[src/rtl/ext_pkg.sv]
// Shared types and the width-generic extension function for the immediate extender.
// ext_apply works on a fixed maximum width; callers pass their real widths as constants.
package ext_pkg;

  typedef enum logic [1:0] {
    EXT_ZERO = 2'b00,
    EXT_SIGN = 2'b01,
    EXT_HIGH = 2'b10,
    EXT_ONES = 2'b11
  } ext_mode_t;

  localparam int unsigned ExtMaxW   = 64;
  localparam int unsigned ExtIdxW   = $clog2(ExtMaxW);

  // Bits at or above out_w are always returned as zero.
  function automatic logic [ExtMaxW-1:0] ext_apply(input logic [ExtMaxW-1:0] data,
                                                   input ext_mode_t          mode,
                                                   input int unsigned        in_w,
                                                   input int unsigned        out_w);
    logic [ExtMaxW-1:0] res;
    int unsigned        shift;
    res   = '0;
    shift = out_w - in_w;
    for (int unsigned i = 0; i < ExtMaxW; i++) begin
      if (i < out_w) begin
        if (mode == EXT_HIGH) begin
          if (i >= shift) res[ExtIdxW'(i)] = data[ExtIdxW'(i - shift)];
        end else if (i < in_w) begin
          res[ExtIdxW'(i)] = data[ExtIdxW'(i)];
        end else begin
          case (mode)
            EXT_SIGN: res[ExtIdxW'(i)] = data[ExtIdxW'(in_w - 1)];
            EXT_ONES: res[ExtIdxW'(i)] = 1'b1;
            default:  res[ExtIdxW'(i)] = 1'b0;
          endcase
        end
      end
    end
    return res;
  endfunction

endpackage

[src/rtl/ext_fifo.sv]
// Generic in-order FIFO with synchronous flush and asynchronous active-low reset.
// Depth need not be a power of two; pointers wrap by explicit compare.
module ext_fifo #(
  parameter int unsigned W     = 8,
  parameter int unsigned DEPTH = 2
) (
  input  logic         clk_i,
  input  logic         rst_ni,
  input  logic         flush_i,
  input  logic         push_valid_i,
  output logic         push_ready_o,
  input  logic [W-1:0] push_data_i,
  output logic         pop_valid_o,
  input  logic         pop_ready_i,
  output logic [W-1:0] pop_data_o
);

  localparam int unsigned PtrW = (DEPTH > 1) ? $clog2(DEPTH) : 1;
  localparam int unsigned CntW = $clog2(DEPTH + 1);
  localparam logic [PtrW-1:0] LastPtr = PtrW'(DEPTH - 1);
  localparam logic [CntW-1:0] FullCnt = CntW'(DEPTH);

  logic [W-1:0]    mem_q [DEPTH];
  logic [PtrW-1:0] wr_ptr_q, wr_ptr_d;
  logic [PtrW-1:0] rd_ptr_q, rd_ptr_d;
  logic [CntW-1:0] count_q, count_d;
  logic            push, pop;

  // Ready is low during reset and never looks at the consumer side.
  assign push_ready_o = rst_ni && (count_q != FullCnt) && !flush_i;
  assign pop_valid_o  = (count_q != '0);
  assign pop_data_o   = mem_q[rd_ptr_q];

  assign push = push_valid_i && push_ready_o;
  assign pop  = pop_valid_o && pop_ready_i;

  always_comb begin
    wr_ptr_d = wr_ptr_q;
    rd_ptr_d = rd_ptr_q;
    count_d  = count_q;
    if (flush_i) begin
      wr_ptr_d = '0;
      rd_ptr_d = '0;
      count_d  = '0;
    end else begin
      if (push) wr_ptr_d = (wr_ptr_q == LastPtr) ? '0 : wr_ptr_q + 1'b1;
      if (pop)  rd_ptr_d = (rd_ptr_q == LastPtr) ? '0 : rd_ptr_q + 1'b1;
      case ({push, pop})
        2'b10:   count_d = count_q + 1'b1;
        2'b01:   count_d = count_q - 1'b1;
        default: count_d = count_q;
      endcase
    end
  end

  always_ff @(posedge clk_i or negedge rst_ni) begin
    if (!rst_ni) begin
      wr_ptr_q <= '0;
      rd_ptr_q <= '0;
      count_q  <= '0;
      for (int i = 0; i < int'(DEPTH); i++) mem_q[i] <= '0;
    end else begin
      wr_ptr_q <= wr_ptr_d;
      rd_ptr_q <= rd_ptr_d;
      count_q  <= count_d;
      if (push) mem_q[wr_ptr_q] <= push_data_i;
    end
  end

endmodule

[src/rtl/imm_extender.sv]
// Handshaked immediate extender: extends on acceptance and queues {mode, value}
// so decode can run ahead of a stalled execute stage.
module imm_extender
  import ext_pkg::*;
#(
  parameter int unsigned IN_W  = 16,
  parameter int unsigned OUT_W = 32,
  parameter int unsigned DEPTH = 2
) (
  input  logic             clk,
  input  logic             rst_n,
  input  logic             flush,
  input  logic             in_valid,
  output logic             in_ready,
  input  logic [IN_W-1:0]  in_data,
  input  logic [1:0]       in_mode,
  output logic             out_valid,
  input  logic             out_ready,
  output logic [OUT_W-1:0] out_data,
  output logic [1:0]       out_mode
);

  if (OUT_W <= IN_W) begin : g_bad_width
    $error("imm_extender: OUT_W must exceed IN_W");
  end
  if (OUT_W >= ExtMaxW) begin : g_too_wide
    $error("imm_extender: OUT_W must be below ExtMaxW");
  end
  if (DEPTH < 1) begin : g_bad_depth
    $error("imm_extender: DEPTH must be at least 1");
  end

  logic [ExtMaxW-1:0] ext_full;
  logic [OUT_W+1:0]   push_word;
  logic [OUT_W+1:0]   head_word;
  logic               unused_ext;

  assign ext_full   = ext_apply(ExtMaxW'(in_data), ext_mode_t'(in_mode), IN_W, OUT_W);
  assign unused_ext = ^ext_full[ExtMaxW-1:OUT_W];
  assign push_word  = {in_mode, ext_full[OUT_W-1:0]};

  ext_fifo #(
    .W     (OUT_W + 2),
    .DEPTH (DEPTH)
  ) u_fifo (
    .clk_i        (clk),
    .rst_ni       (rst_n),
    .flush_i      (flush),
    .push_valid_i (in_valid),
    .push_ready_o (in_ready),
    .push_data_i  (push_word),
    .pop_valid_o  (out_valid),
    .pop_ready_i  (out_ready),
    .pop_data_o   (head_word)
  );

  assign out_data = head_word[OUT_W-1:0];
  assign out_mode = head_word[OUT_W+:2];

endmodule

[config.mk]
export PLATFORM = sky130hd
export DESIGN_NAME = imm_extender
export DESIGN_NICKNAME = d
export VERILOG_FILES = /design/src/rtl/ext_pkg.sv /design/src/rtl/ext_fifo.sv /design/src/rtl/imm_extender.sv
export SDC_FILE = /design/constraint.sdc
export NUM_CORES = 1
export LEC_CHECK = 0
export ABC_CLOCK_PERIOD_IN_PS = 5700
export CAP_MARGIN = 15
export CORE_ASPECT_RATIO = 1.75
export CORE_MARGIN = 3
export CORE_UTILIZATION = 57
export DETAILED_ROUTE_END_ITERATION = 8
export PLACE_DENSITY = 0.85
export SYNTH_ARGS = -nofsm -noshare
export SYNTH_HDL_FRONTEND = slang
export SYNTH_SLANG_ARGS = --single-unit
[constraint.sdc]
create_clock -name clk -period 5.7 [get_ports clk]
set_clock_uncertainty 0.2 [all_clocks]
set_input_delay 0.57 -clock clk [delete_from_list [all_inputs] [get_ports clk]]
set_output_delay 0.57 -clock clk [all_outputs]
set_load 0.05 [all_outputs]
==> run_results.csv, run 1 <==
group,metric,value,unit
outcome,run_status,"finished clean",
cts,root_buffer,"clkbuf_8",
floorplanning,die-area,7190,um2
yosys,ys_warn_count,0,
worst_setup_path,cp.arrival,2.72,ns
pwr,combPwrFrac,0.372,
yosys,synth_adder_area_share,0.00285,
cells_and_area,nNetsFinal,341,
cts,clk_path_buf_depth,2,
sta,period_share,0.613,
worst_setup_path,rrSetupSlack,3.50,ns
yosys,synth_xor_xnor_area_share,0.00249,
yosys,synth.area.mux_share,0.347,
floorplanning,core_area,5930,um2
sta,drv_slew,0,
sta,hold_ws,0.141,ns
routing,drt-wirelength-per-cell,17.4,um
sta,setup_violations,0,
cells_and_area,antenna_cells,0,
routing,wl_met2,3770,um
routing,drt_first_pass_iters,4,
routing,drc,0,
placement,place.gp.congestion,0.749,
routing,via_per_inst,5.51,
yosys,postSynthAreaPerCell,13.5,um2
yosys,synth_top_family_by_area,"multiplexers",
sta,worst_pin_slew,0.906,ns
routing,drt-initial-drc-count,95,
pwr,p_leak,1.90,nW
routing,met3_wirelength,234,um
routing,dr_total_vias,2211,
routing,highest_layer,"met4",
floorplanning,placementRows,37,
pwr,ir_drop,0.296,mV
cells_and_area,fillerInstances,444,
cts,cts_buffers,9,
worst_setup_path,crit_path_max_fanout,18,
worst_setup_path,end_kind,"primary output",
cts,h-tree-depth,3,
flow_run,cap_violations,0,
worst_setup_path,r2r_cells,4,
routing,routed_wirelength,6970,um
yosys,yosys.area_share.simple,0.0921,
yosys,ys_ff_latch,72,
sta,hold_viol,0,
yosys,synth-compound-area-share,0.0153,
global_routing,grt_usage,0.215,
cells_and_area,fin_util,0.732,
pwr,seqPwrFrac,0.397,
cts,cts_resized,0,
pwr,p_int,1.15,mW
placement,dpl.cell_count,385,
floorplanning,dieHeight,110,um
yosys,synth_area,3520,um2
hold_path,hp-class,"in -> async",
global_routing,grt_pass1_wl,11500,um
cells_and_area,drive_gt1_frac,0.384,
worst_setup_path,startpoint_type,"flip-flop",
placement,dp_hpwl,4490,um
cells_and_area,fin_cells,401,
floorplanning,io_pins,59,
cts,cts_sinks,72,
sta,rsz0062_at_grt,"false",
global_routing,grt_antenna_before_repair,0,
routing,met1_length,2800,um
sta,slew_headroom,0.396,
sta,finalCriticalPeriod,3.49,ns
pwr,power_density,411,nW/um2
global_routing,grt_pass1_vias,2344,
yosys,synth_cell_type_count,30,
routing,antenna_left,0,
pwr,switching_share,0.352,
floorplanning,die_w,65.4,um
cts,clk_latency,0.34,ns
sta,timing.fmax,286,MHz
pwr,power.switching,627,uW
cts,cts_tree,"done",
cts,cts_setup_buffers,0,
pwr,clockPowerShare,0.231,
worst_setup_path,crit_type,"reg -> out",
cells_and_area,synthToLayoutAreaGrowth,23.3,%
worst_setup_path,critPathRequiredTime,4.93,ns
yosys,synthCells,260,
cts,cts.clk_slew.worst_paths,0.08,ns
global_routing,grt_max_degree,77,
global_routing,grt_remaining_overflow,0,
sta,timing.setup.tns,0,ns
yosys,syn_nets,283,
yosys,yosysSeqAreaShare,0.512,
cts,cts_hold_buf,0,
floorplanning,start_util,0.594,
placement,io_buffer_count,58,
layer usage:
layer | GRT usage | vias to the layer above
met1 | 0.250 | 1129
li1 | - | 1016
met3 | 0.0521 | 15
met5 | 0 | -
met2 | 0.379 | 51
met4 | 0.0786 | 0
flip-flops by register name (all words and copies together) (netlist names):
name / flops
u_fifo.mem_q: 68
u_fifo.count_q: 2
u_fifo.rd_ptr_q: 1
u_fifo.wr_ptr_q: 1
cell usage in the layout (no fill, tap or decap), drive strengths merged, types with 2 or more instances in the layout:
cell type,netlist,routed
mux2,102,102
dfrtp,72,72
clkdlybuf4s50,0,57
nand2,32,32
and2,16,16
clkbuf,4,10
buf,11,5
nand2b,3,3
nor2,2,2
o21bai,2,2
clkinvlp,0,2
o21ai,2,2
clkinv,0,2
layout make-up:
type	count	area (um2)	share of cell area
Timing Repair Buffer	62	608	0.140
Multi-Input combinational cell	173	1620	0.374
Sequential cell	72	1800	0.416
Clock buffer	10	138	0.0317
Clock inverter	6	67.6	0.0156
Tap cell	78	97.6	0.0225
path summary, 6_finish.rpt:
| kind | startpoint | endpoint |
|---|---|---|
| max | u_fifo.rd_ptr_q | out_data[6] |
| min | rst_n | u_fifo.mem_q[7] |
| max reg2reg | u_fifo.count_q[1] | u_fifo.mem_q[46] |
| min reg2reg | u_fifo.mem_q[39] | u_fifo.mem_q[39] |
| max in group asynchronous | rst_n | u_fifo.mem_q[46] |
| min in group clk | u_fifo.mem_q[39] | u_fifo.mem_q[39] |
worst max-delay path, cell delays in order (launching register included):
cell,delay [ns]
dfrtp_1,0.87
buf_4,0.41
mux2_2,0.38
clkdlybuf4s50_1,0.72
kinds of logic after synthesis:
kind of cell | after synthesis
AOI/OAI and AO/OA | 8
adders and majority gates | 1
muxes | 102
xor gates and xnor gates | 1
buffers and inverters | 15
and+or+nand+nor | 61
DFF | 72
stage by stage:
stage | total power [mW] | area, um2 | worst slack (ns)
4_1_cts | 1.80 | 4340 | 2.18
3_3_place_gp | 1.36 | 4130 | 2.28
6_report | 1.78 | 4340 | 2.21
2_1_floorplan | 1.18 | 3520 | 3.48
5_1_grt | 1.87 | 4340 | 2.09
3_5_place_dp | 1.38 | 4130 | 2.26
power groups by stage:
stage | registers, mW | clock network (mW) | logic [mW]
final | 0.707 | 0.411 | 0.662
after floorplan | 0.689 | 0 | 0.495
after global routing | 0.725 | 0.442 | 0.699
after detailed placement | 0.716 | 0 | 0.666
after global placement | 0.707 | 0 | 0.657
after CTS | 0.708 | 0.419 | 0.670
Yosys cell counts, drive strengths merged:
| master | n | area, um2 |
|---|---|---|
| nand3 | 1 | 5.00 |
| a31oi | 1 | 6.26 |
| nor3 | 1 | 10.0 |
| dfrtp | 72 | 1800 |
| and4b | 1 | 11.3 |
| nor4b | 1 | 23.8 |
| o211ai | 1 | 7.51 |
| nor2b | 1 | 6.26 |
| xor2 | 1 | 8.76 |
| and2 | 16 | 100 |
| nor3b | 1 | 7.51 |
| nor2 | 2 | 7.51 |
| o21bai | 2 | 15.0 |
| buf | 11 | 83.8 |
| a21oi | 1 | 5.00 |
| clkbuf | 4 | 15.0 |
| o2bb2a | 1 | 10.0 |
| o21ai | 2 | 10.0 |
| nand2 | 32 | 120 |
| or2 | 1 | 6.26 |
| nand3b | 1 | 7.51 |
| mux2 | 102 | 1220 |
| maj3 | 1 | 10.0 |
| nand2b | 3 | 18.8 |
Power figures use the tool's default switching activity.
==> run 2, diff against run 1 <==
ABC_CLOCK_PERIOD_IN_PS = 3310   (was 5700)
CORE_UTILIZATION = 53   (was 57)
PLACE_DENSITY = 0.8   (was 0.85)
clock period = 3.31 ns   (was 5.7 ns; I/O delays follow)
==> run 2 against run 1 <==
Effect of this change:
- global-route usage fell by 1.4 points
- hold slack got worse by 0.13 ns
- worst setup slack got worse by 1.7 ns
- wire length fell by 1.8%
- sequential power rose by 73%
- critical path depth did not move
==> run_results.csv, run 2 (synthesized netlist as in run 1, its figures left out) <==
group,metric,value,unit
outcome,run_status,"finished clean",
cts,cts_tree,"done",
sta,timing.setup.tns,0,ns
cts,cts_setup_buffers,0,
global_routing,grt_antenna_before_repair,0,
sta,rsz0062_at_grt,"false",
cells_and_area,nNetsFinal,345,
pwr,ir_drop,0.502,mV
cts,cts_buffers,9,
routing,dr_total_vias,2182,
cells_and_area,fillerInstances,465,
placement,io_buffer_count,58,
routing,drt-wirelength-per-cell,16.8,um
cts,h-tree-depth,3,
worst_setup_path,cp.arrival,2.31,ns
cells_and_area,fin_util,0.692,
cells_and_area,drive_gt1_frac,0.388,
floorplanning,die-area,7690,um2
cells_and_area,largest_register,"u_fifo.mem_q",
sta,setup_violations,0,
routing,drt-initial-drc-count,80,
worst_setup_path,max_stage_delay,0.70,ns
cts,cts_sinks,72,
worst_setup_path,rr_startpoint,"u_fifo.count_q[1]",
global_routing,grt_pass1_wl,11600,um
placement,dpl_cell_area,4180,um2
sta,worst_pin_slew,0.909,ns
cells_and_area,largestRegisters,"u_fifo.mem_q x68, u_fifo.count_q x2",
worst_setup_path,end_kind,"primary output",
sta,period_share,0.859,
cells_and_area,final_common_cell,"mux2_2",
worst_setup_path,critPathRequiredTime,2.78,ns
cts,clk_latency,0.35,ns
global_routing,grt_max_degree,76,
worst_setup_path,crit_start,"u_fifo.rd_ptr_q",
sta,hold_viol,0,
worst_setup_path,crit_type,"reg -> out",
floorplanning,start_util,0.556,
pwr,p_leak,1.93,nW
worst_setup_path,slowest_stage,"clkdlybuf4s50_1",
worst_setup_path,crit_path_max_fanout,19,
routing,via_per_inst,5.36,
cts,root_buffer,"clkbuf_8",
placement,dp_hpwl,4620,um
floorplanning,core_area,6320,um2
cts,cts_resized,0,
cells_and_area,layout_common_cells,"80 x mux2_2, 71 x dfrtp_1, 57 x clkdlybuf4s50_1",
routing,routed_wirelength,6850,um
sta,timing.fmax,352,MHz
sta,slew_headroom,0.394,
global_routing,grt_pass1_vias,2381,
floorplanning,io_pins,59,
global_routing,grt_usage,0.201,
sta,finalCriticalPeriod,2.84,ns
worst_setup_path,startpoint_type,"flip-flop",
flow_run,cap_violations,0,
hold_path,hp-class,"in -> async",
sta,fin_ws,0.468,ns
floorplanning,die_w,67.6,um
cts,cts_hold_buf,0,
cells_and_area,antenna_cells,0,
placement,place.gp.congestion,0.741,
routing,drt_first_pass_iters,4,
routing,antenna_left,0,
cts,cts.clk_slew.worst_paths,0.07,ns
global_routing,grt_remaining_overflow,0,
worst_setup_path,path_cells,"buf_12 -> mux2_2 -> clkdlybuf4s50_1",
cells_and_area,largest_reg_flops,68,
floorplanning,placementRows,38,
pwr,power_density,699,nW/um2
placement,place_ws,0.699,ns
cells_and_area,final_area,4380,um2
sta,hold_ws,0.0112,ns
cells_and_area,synthToLayoutAreaGrowth,24.4,%
cts,clk_path_buf_depth,2,
routing,drc,0,
floorplanning,dieHeight,114,um
sta,drv_slew,0,
## run 2: metrics by stage
stage / std cells / power, mW
final: 407 / 3.06
after global routing: 407 / 3.20
after CTS: 407 / 3.09
after detailed placement: 391 / 2.38
after global placement: 391 / 2.36
after floorplan: 260 / 2.04
## run 2: routing by layer
layer  track usage  up-vias  routed length (um)
met2         0.325       43                3590
met1         0.251     1103                2890
li1              -     1025                   -
met4        0.0813        0                 141
met3        0.0502       11                 230
met5             0        -                   0
## run 2: final cells by class
cell class,instances,area [um2],area share
sequential,72,1800,0.412
multi-input combinational,173,1620,0.371
timing repair buffer,66,651,0.149
clock buffer,13,159,0.0363
tap,80,100,0.0229
clock inverter,3,40.0,0.00915
## run 2: path summary, 6_finish.rpt
kind	to	slack, ns	cells past startpoint
worst max-delay path	out_mode[0]	0.47	3
worst min-delay path	u_fifo.mem_q[7]	0.01	2
worst max register to register	u_fifo.mem_q[37]	1.25	4
worst min register to register	u_fifo.mem_q[39]	0.28	1
max in group asynchronous	u_fifo.rd_ptr_q	2.28	2
min in group clk	u_fifo.mem_q[39]	0.28	1
## run 2: worst max-delay path, delay by kind of cell (launching register included)
family / cells / cell delay, ns
multiplexers: 1 / 0.36
flip-flops: 1 / 0.65
buffers and inverters: 2 / 0.94
## run 2: power by group
group / total, mW / internal (mW) / switching (mW)
registers: 1.22 / 1.10 / 0.116
clock network: 0.698 / 0.387 / 0.311
logic: 1.14 / 0.520 / 0.622
